$ cat src/rtl/mem_bus_arbiter_pkg.sv
// rtl/mem_bus_arbiter_pkg.sv - shared bus command types, widths and memory tag owner encoding
package mem_bus_arbiter_pkg;

  localparam int XLEN = 32;
  localparam int NUM_MEM_TAGS = 15;

  typedef enum logic [1:0] {
    BUS_NONE  = 2'd0,
    BUS_LOAD  = 2'd1,
    BUS_STORE = 2'd2
  } BUS_COMMAND;

  typedef enum logic {
    OWNER_I = 1'b0,
    OWNER_D = 1'b1
  } MEM_OWNER;

endpackage

$ cat src/rtl/mem_bus_arbiter_tag_table.sv
// rtl/mem_bus_arbiter_tag_table.sv - mem_tag_table: per-tag valid/owner tracking for outstanding loads
import mem_bus_arbiter_pkg::*;

module mem_tag_table #(
  parameter int NUM_TAGS = NUM_MEM_TAGS
) (
  input  logic       clock,
  input  logic       reset,
  input  logic       alloc_en,
  input  logic [3:0] alloc_tag,
  input  MEM_OWNER   alloc_owner,
  input  logic [3:0] complete_tag,
  output logic       complete_hit,
  output MEM_OWNER   complete_owner,
  output logic       tag_error
);

  localparam logic [3:0] MAX_TAG = 4'(NUM_TAGS);

  logic [15:0] valid;
  MEM_OWNER    owner [16];

  logic alloc_in_range;
  logic complete_in_range;
  logic alloc_ok;
  logic same_tag_recycle;
  logic error_set;

  always_comb begin
    alloc_in_range    = (alloc_tag != 4'd0) && (alloc_tag <= MAX_TAG);
    complete_in_range = (complete_tag != 4'd0) && (complete_tag <= MAX_TAG);
    alloc_ok          = alloc_en && alloc_in_range;
    complete_hit      = complete_in_range && valid[complete_tag];
    complete_owner    = owner[complete_tag];
    // A tag retiring and being handed out again in the same cycle is legal reuse.
    same_tag_recycle  = complete_hit && (complete_tag == alloc_tag);
    error_set = ((complete_tag != 4'd0) && !complete_hit)
              || (alloc_en && !alloc_in_range)
              || (alloc_ok && valid[alloc_tag] && !same_tag_recycle);
  end

  always_ff @(posedge clock) begin
    if (reset) begin
      valid     <= '0;
      tag_error <= 1'b0;
    end else begin
      if (complete_hit) begin
        valid[complete_tag] <= 1'b0;
      end
      // Allocation follows the clear so a same-cycle reissue keeps the entry.
      if (alloc_ok) begin
        valid[alloc_tag] <= 1'b1;
        owner[alloc_tag] <= alloc_owner;
      end
      tag_error <= tag_error | error_set;
    end
  end

endmodule

$ cat src/rtl/mem_bus_arbiter.sv
// rtl/mem_bus_arbiter.sv - ICache/DCache memory bus arbiter with I-side starvation guard and tag routing
import mem_bus_arbiter_pkg::*;

module mem_bus_arbiter #(
  parameter int I_STARVE_LIMIT = 4,
  parameter int NUM_TAGS = NUM_MEM_TAGS
) (
  input  logic            clock,
  input  logic            reset,
  input  BUS_COMMAND      Ictrl2arb_command,
  input  logic [XLEN-1:0] Ictrl2arb_addr,
  input  BUS_COMMAND      Dctrl2arb_command,
  input  logic [XLEN-1:0] Dctrl2arb_addr,
  input  logic [63:0]     Dctrl2arb_data,
  input  logic [3:0]      mem2arb_response,
  input  logic [3:0]      mem2arb_tag,
  input  logic [63:0]     mem2arb_data,
  output BUS_COMMAND      arb2mem_command,
  output logic [XLEN-1:0] arb2mem_addr,
  output logic [63:0]     arb2mem_data,
  output logic            reject_I_req,
  output logic            reject_D_req,
  output logic [3:0]      arb2Ictrl_response,
  output logic [3:0]      arb2Dctrl_response,
  output logic [3:0]      arb2Ictrl_tag,
  output logic [3:0]      arb2Dctrl_tag,
  output logic [63:0]     arb2ctrl_data,
  output logic            arb_tag_error
);

  localparam int CNT_W = $clog2(I_STARVE_LIMIT + 1);
  localparam logic [CNT_W-1:0] STARVE_MAX = CNT_W'(I_STARVE_LIMIT);

  logic [CNT_W-1:0] starve_cnt;
  logic             i_req;
  logic             d_req;
  logic             grant_i;
  logic             grant_d;
  logic             alloc_en;
  MEM_OWNER         alloc_owner;
  logic             complete_hit;
  MEM_OWNER         complete_owner;

  always_comb begin
    i_req   = (Ictrl2arb_command != BUS_NONE);
    d_req   = (Dctrl2arb_command != BUS_NONE);
    grant_i = i_req && (!d_req || (starve_cnt >= STARVE_MAX));
    grant_d = d_req && !grant_i;

    arb2mem_command = BUS_NONE;
    arb2mem_addr    = '0;
    if (grant_i) begin
      arb2mem_command = Ictrl2arb_command;
      arb2mem_addr    = Ictrl2arb_addr;
    end else if (grant_d) begin
      arb2mem_command = Dctrl2arb_command;
      arb2mem_addr    = Dctrl2arb_addr;
    end
    arb2mem_data  = Dctrl2arb_data;
    arb2ctrl_data = mem2arb_data;

    // A granted-but-refused side sees response 0, never a reject.
    reject_I_req       = i_req && !grant_i;
    reject_D_req       = d_req && !grant_d;
    arb2Ictrl_response = grant_i ? mem2arb_response : 4'd0;
    arb2Dctrl_response = grant_d ? mem2arb_response : 4'd0;

    alloc_en    = (arb2mem_command == BUS_LOAD) && (mem2arb_response != 4'd0);
    alloc_owner = grant_i ? OWNER_I : OWNER_D;

    arb2Ictrl_tag = (complete_hit && complete_owner == OWNER_I) ? mem2arb_tag : 4'd0;
    arb2Dctrl_tag = (complete_hit && complete_owner == OWNER_D) ? mem2arb_tag : 4'd0;
  end

  always_ff @(posedge clock) begin
    if (reset) begin
      starve_cnt <= '0;
    end else if (!i_req || grant_i) begin
      starve_cnt <= '0;
    end else if (starve_cnt != STARVE_MAX) begin
      starve_cnt <= starve_cnt + 1'b1;
    end
  end

  mem_tag_table #(
    .NUM_TAGS(NUM_TAGS)
  ) u_tag_table (
    .clock          (clock),
    .reset          (reset),
    .alloc_en       (alloc_en),
    .alloc_tag      (mem2arb_response),
    .alloc_owner    (alloc_owner),
    .complete_tag   (mem2arb_tag),
    .complete_hit   (complete_hit),
    .complete_owner (complete_owner),
    .tag_error      (arb_tag_error)
  );

endmodule

$ cat config.mk
export PLATFORM = sky130hd
export DESIGN_NAME = mem_bus_arbiter
export DESIGN_NICKNAME = d
export VERILOG_FILES = /design/src/rtl/mem_bus_arbiter_pkg.sv /design/src/rtl/mem_bus_arbiter_tag_table.sv /design/src/rtl/mem_bus_arbiter.sv
export SDC_FILE = /design/constraint.sdc
export NUM_CORES = 1
export LEC_CHECK = 0
export ABC_CLOCK_PERIOD_IN_PS = 2760
export CORE_AREA = 5 5 149 151
export DETAILED_ROUTE_END_ITERATION = 10
export DIE_AREA = 0 0 154 156
export PLACE_DENSITY = 0.62
export SYNTH_ARGS = -nofsm -noshare
export SYNTH_HDL_FRONTEND = slang
export SYNTH_SLANG_ARGS = --single-unit
$ cat constraint.sdc
create_clock -name clock -period 2.76 [get_ports clock]
set_input_delay 0.552 -clock clock [delete_from_list [all_inputs] [get_ports clock]]
set_output_delay 0.552 -clock clock [all_outputs]
set_load 0.1 [all_outputs]
### Word level (Yosys, flattened, before mapping)

Memory sizes are Yosys's and may differ from the RTL's.
Index checks and enable logic that the tools add are counted.

| word-level totals | value |
|---|---|
| register bits after elaboration | 20 |
| RAM bits | 16 |
| output and inout bits | 181 |
| memories kept | 1 |

Memory list:

| memory | words | width | read ports | clocked after memory_dff | wr ports | line | RTL |
|---|---|---|---|---|---|---|---|
| u_tag_table.owner | 16 | 1 | 1 | 0 | 1 | mem_bus_arbiter_tag_table.sv:21 | `MEM_OWNER owner [16];` |

| cells by class | value |
|---|---|
| add/sub/neg operators | 1 |
| magnitude comparators | 7 |
| equality and inequality tests | 3 |
| multiplexer cells | 23 |
| bitwise logic cells | 5 |
| reduce and logical (&&, ||, !) cells | 34 |

Operators with widths:

| cell | number |
|---|---|
| $mux W32 | 2 |
| $mux W16 | 3 |
| $logic_and A1 B1 Y1 | 18 |
| $and A16 B16 Y16 | 1 |
| $mux W4 | 4 |
| $not A16 Y16 | 1 |
| $or A16 B16 Y16 | 1 |
| $lt A4 B5 Y1 const B | 2 |
| $bmux W1 S4 | 2 |
| $demux W1 S4 | 2 |
| $ge A4 B1 Y1 const B | 2 |
| $le A4 B4 Y1 const B | 2 |
| $mux W1 | 8 |
| $reduce_bool A4 Y1 | 2 |
| $logic_not A1 Y1 | 7 |
| $eq A4 B4 Y1 | 1 |
| $logic_or A1 B1 Y1 | 4 |
| $mux W2 | 2 |
| $reduce_bool A2 Y1 | 2 |
| $add A3 B1 Y3 const B | 1 |
| $ge A3 B3 Y1 const B | 1 |
| $ne A3 B3 Y1 const B | 1 |
| $eq A2 B1 Y1 const B | 1 |
| $reduce_or A2 Y1 | 1 |
| other kinds (2) | 2 |

### Longest topological paths before layout

Gate-level depths: netlist (run 1).

| depth | value |
|---|---|
| depth after elaboration | 15 |
| gate-level depth with buffers | 7 |

### By module

Synthesis (run 1) repeated with hierarchy kept, for this count alone.

| second synthesis, totals | value |
|---|---|
| cell total of the unflattened synthesis | 382 |
| area, all modules | 3492.1 um^2 |

By module, submodules not included:

| module | instances | cells an instance | area each (um^2) |
|---|---|---|---|
| mem_tag_table | 1 | 165 | 1843.0 |
| mem_bus_arbiter | 1 | 217 | 1649.1 |

### Worst setup path after synthesis (run 1)

Ideal clock, no wire load.

| timing | value |
|---|---|
| path kind | in2out |
| from | in mem2arb_tag[0] |
| to | out arb2Ictrl_tag[3] |
| arrival time | 3.768 ns |
| data required time | 2.208 ns |
| slack | -1.560 ns |
| stages | 4 |
| cells stage by stage | buf_6 mux4_2 mux4_2 nor3_1 |

| between the ends | value |
|---|---|
| cells in the longest elaborated chain, start to end | 5 |
| elaborated cells on any way between the ends | 10 |

Ends and longest elaborated chain:

| item | line | RTL |
|---|---|---|
| start, declared | mem_bus_arbiter.sv:16 | `input logic [3:0] mem2arb_tag,` |
| $bmux W1 S4 (tied with other cells) | mem_bus_arbiter_tag_table.sv:33 | `complete_hit = complete_in_range && valid[complete_tag];` |
| $mux W1 (not written as such) / $logic_and A1 B1 Y1 (equally long branches) | mem_bus_arbiter_tag_table.sv:33, mem_bus_arbiter_tag_table.sv:31 |  |
| $logic_and A1 B1 Y1 | mem_bus_arbiter_tag_table.sv:33 |  |
| $logic_and A1 B1 Y1 (*) | mem_bus_arbiter.sv:71 | `arb2Ictrl_tag = (complete_hit && complete_owner == OWNER_I) ? mem2arb_tag : 4'd0;` |
| $mux W4 (*) | mem_bus_arbiter.sv:71 |  |
| end, declared | mem_bus_arbiter.sv:25 | `output logic [3:0] arb2Ictrl_tag,` |

Mark *: on every way between the ends. The rest lies on a longest branch, timed or not. The select of a mux whose other input is x is not followed.

### Final worst setup path (run 1)

| timing | value |
|---|---|
| from | mem u_tag_table.owner[15] (netlist name) |
| to | out arb2Ictrl_tag[0] |

| between the ends | value |
|---|---|
| cells in the longest elaborated chain, start to end | 4 |

Ends and longest elaborated chain:

| item | line |
|---|---|
| start, declared | mem_bus_arbiter_tag_table.sv:21 |
| $mem_v2 Z16 W1 | - |
| $not A1 Y1 | mem_bus_arbiter.sv:71 |
| $logic_and A1 B1 Y1 | mem_bus_arbiter.sv:71 |
| $mux W4 | mem_bus_arbiter.sv:71 |

Every way passes these cells.

==> results of run 1 <==
## worst paths after layout
path,to,slack [ps],depth (start not counted),startpoint
setup reg to reg,u_tag_table.owner[11],920,7,starve_cnt[2]
setup / recovery,arb2Ictrl_tag[0],-3,5,u_tag_table.owner[15]
hold reg to reg,starve_cnt[0],450,1,starve_cnt[0]
hold / removal,starve_cnt[0],450,1,starve_cnt[0]
## cell families after synthesis
group,count (synthesis)
other,1
AO/OA/AOI/OAI,78
XOR/XNOR,4
adder cells (fa/ha/maj),2
buffers and inverters,157
multiplexers,17
flip-flops,36
AND/OR/NAND/NOR,88
## state kept, by name, indices dropped and copies added, names as in the netlist
signal	count
starve_cnt	3
u_tag_table.owner	16
u_tag_table.tag_error	1
u_tag_table.valid	16
## synthesized netlist by cell type (3+ instances only)
library cell | n | area (sq um)
sky130_fd_sc_hd__a21oi_1 | 6 | 30.0
sky130_fd_sc_hd__a22o_1 | 32 | 280
sky130_fd_sc_hd__and2_1 | 8 | 50.1
sky130_fd_sc_hd__and3_1 | 5 | 31.3
sky130_fd_sc_hd__buf_4 | 129 | 968
sky130_fd_sc_hd__clkbuf_1 | 15 | 56.3
sky130_fd_sc_hd__dfxtp_1 | 20 | 400
sky130_fd_sc_hd__edfxtp_1 | 16 | 480
sky130_fd_sc_hd__inv_1 | 6 | 22.5
sky130_fd_sc_hd__mux2_2 | 3 | 33.8
sky130_fd_sc_hd__mux2i_1 | 5 | 50.1
sky130_fd_sc_hd__mux4_2 | 9 | 203
sky130_fd_sc_hd__nand2_1 | 11 | 41.3
sky130_fd_sc_hd__nand2b_1 | 9 | 56.3
sky130_fd_sc_hd__nand3_1 | 6 | 30.0
sky130_fd_sc_hd__nand4_1 | 6 | 37.5
sky130_fd_sc_hd__nor2_1 | 30 | 113
sky130_fd_sc_hd__nor2b_1 | 3 | 18.8
sky130_fd_sc_hd__nor3_1 | 4 | 20.0
sky130_fd_sc_hd__o211ai_1 | 12 | 90.1
sky130_fd_sc_hd__o21ai_0 | 9 | 45.0
sky130_fd_sc_hd__o21ai_1 | 6 | 30.0
## routing by layer
layer	vias to the layer above	share of wire	global-route usage
met5	-	0.00055	0
met4	2	0.038	0.0467
met3	46	0.12	0.0524
met2	115	0.49	0.150
met1	1274	0.35	0.105
li1	1264	-	-
## metrics by stage
step / cell area (sq um) / setup WS [ps]
2_1_floorplan: 3460 / -309
3_3_place_gp: 4830 / -488
3_5_place_dp: 4830 / -508
4_1_cts: 5010 / -73.9
5_1_grt: 5030 / -55.2
6_report: 5030 / -3.40
## area by class of cell
| class | instances | area (sq um) |
|---|---|---|
| sequential | 36 | 881 |
| clock inverter | 1 | 7.51 |
| multi-input combinational | 190 | 1530 |
| timing repair buffer | 163 | 2090 |
| fill | 2186 | 15700 |
| tap | 275 | 344 |
| clock buffer | 7 | 143 |
| inverter | 7 | 28.8 |
## repair_timing
action                     in CTS  in global routing
buffers inserted                1                  0
gates resized for setup        15                  9
setup endpoints to repair       8                 11
pin swaps                       2                  6
## worst max-delay path, cell delays in order, from the launching register on
cell	delay, ps
sky130_fd_sc_hd__edfxtp_1	390
sky130_fd_sc_hd__mux4_2	490
sky130_fd_sc_hd__mux4_2	590
sky130_fd_sc_hd__inv_4	90
sky130_fd_sc_hd__and3_4	190
sky130_fd_sc_hd__buf_12	170
## power by group through the flow
stage / registers, W / logic [W] / clock network (W)
after floorplan: 0.000593 / 0.00154 / 0
after global routing: 0.000576 / 0.00122 / 0.000599
final: 0.000575 / 0.00118 / 0.000569
after global placement: 0.000586 / 0.00116 / 0
after detailed placement: 0.000585 / 0.00117 / 0
after CTS: 0.000574 / 0.00118 / 0.000581
==> parameters.txt, run 1 <==
Parameter                              Value

Place
  HPWL after DPL ... 10700 microns
  Port buffer count ... 130
  Placer Congestion ... 0.809
  Post-Place Cells ... 671

Synthesis
  Synth Area in Adders ... 0.00750
  Proportion of synthesized area in mux cells ... 0.0859
  Sequential area share after synthesis ... 0.264
  Synth cell types ... 46
  Post-synthesis share of cell area spent on and, or, nand and nor gates ... 0.132
  Ys flop type ... sky130_fd_sc_hd__dfxtp_1
  Compound-Gate Fraction of Synth Area ... 0.173
  Synth Area in XOR/XNOR ... 0.0105
  Largest family of logic cells by synthesized area ... buffers and inverters
  Fraction of registers with async set/reset ... 0
  Combined area of all synthesized cells ... 0.00334 sq mm
  Syn nets ... 591
  Gate Count Post-Synth ... 383
  EDFF count, synth ... 16
  Mean instance size in the synthesized netlist ... 8.71 sq um
  Yosys warning total ... 0
  Flop and latch count out of synthesis ... 36

Cells and area
  # nets final ... 611
  Area Growth Syn to Fin ... 50.7%
  Core utilization of the finished layout ... 0.243
  Ant. Diodes ... 0
  Final non-filler cell total ... 679
  Most common library cell in the layout ignoring fill and taps ... sky130_fd_sc_hd__clkdlybuf4s50_1
  Share of cells above drive strength 1 ... 0.399
  Most frequent cells in the layout ... sky130_fd_sc_hd__clkdlybuf4s50_1 (74), sky130_fd_sc_hd__buf_12 (54), sky130_fd_sc_hd__buf_4 (31)

Timing
  Total count of hold-check failures in the final report ... 0
  Slew Viols, Final ... 0
  Clock tree skew after final layout ... 4.44 ps
  Max Clk Rate ... 362 MHz
  Final period util ... 1.00
  Count of endpoints failing setup in the final report ... 1
  Setup TNS Final ... -3.40 ps
  Tmin final ... 2760 ps
  Worst hold slack ... 445 ps
  Setup slack after layout ... -3.40 ps
  Unrepaired setup endpoints after global routing ... true

Worst setup path
  Sort of element at the end of the critical path ... output port
  Required time of the worst setup path ... 2210 ps
  Maximum fanout along the worst path ... 5
  Sort of element at the start of the critical path ... flip-flop
  Path type of the worst setup path ... flip-flop to output port
  Worst Path Arrival ... 2210 ps

Routing
  Average via count per standard cell ... 3.98
  Number of remaining DRC errors ... 0
  Final WL ... 12700 microns
  DRC violation total after the first TritonRoute iteration ... 145
  Vias ... 2701
  Wire length per cell after detailed routing ... 18.7 microns
  First-pass detailed-route iteration total ... 4
  Number of nets with antenna violations after routing ... 0

Clocking
  Root cell of the clock tree ... sky130_fd_sc_hd__clkbuf_16
  CTS H-tree lvls ... 2
  Count of hold-fix buffers inserted at cts ... 0
  Clock tree from TritonCTS ... built
  Latest clock arrival within the worst-skew pair ... 280 ps
  Count of clock tree sinks ... 36
  Buffer depth of the longest clock path ... 2
  Worst-path clk slew ... 60 ps
  Number of buffers created by CTS ... 5

Global routing
  Antenna violations before repair ... 1
  Wire length of the first global-routing pass ... 17600 microns
  Remaining global-route overflow ... 0
  Pin count of the biggest net entering global routing ... 38
  Via count of the first global-routing pass ... 2767
  Overall track demand over capacity in global routing ... 0.0955

Power and ir drop
  Post-layout power ... 0.00232 W
  Sequential share of power ... 0.248
  Part of the power in the clock network ... 0.245
  Maximum ir drop on the vdd rail ... 0.206 mV
  Internal portion of total power ... 0.00139 W
  Power density relative to cell area ... 461 mW/mm^2
  Leakage power ... 1.89 nW
  Part of the power in combinational logic ... 0.507
  Net switching component of the power ... 0.000926 W
  Sw frac ... 0.399

Floorplan
  Starting Density ... 0.161
  Area enclosed by the die boundary ... 0.0240 sq mm
  Core Area ... 0.0207 sq mm
  Floorplan row count ... 53
  Y dimension of the die ... 156 microns
  I/O pin total ... 387
  Floorplan die width ... 154 microns

Status
  Violations in the final reports ... negative setup slack
  Result of the run ... finished with violations

Run
  Maximum Capacitance Violations ... 0

Hold path
  Hold Crit Class ... flip-flop to flip-flop
No activity file was read; power rests on OpenSTA's default activity.
==> inputs of run 2 (changes only) <==
ABC_CLOCK_PERIOD_IN_PS = default   (was 2760)
==> results of run 2 <==
Final layout, timing and power as in run 1 (identical DEF).
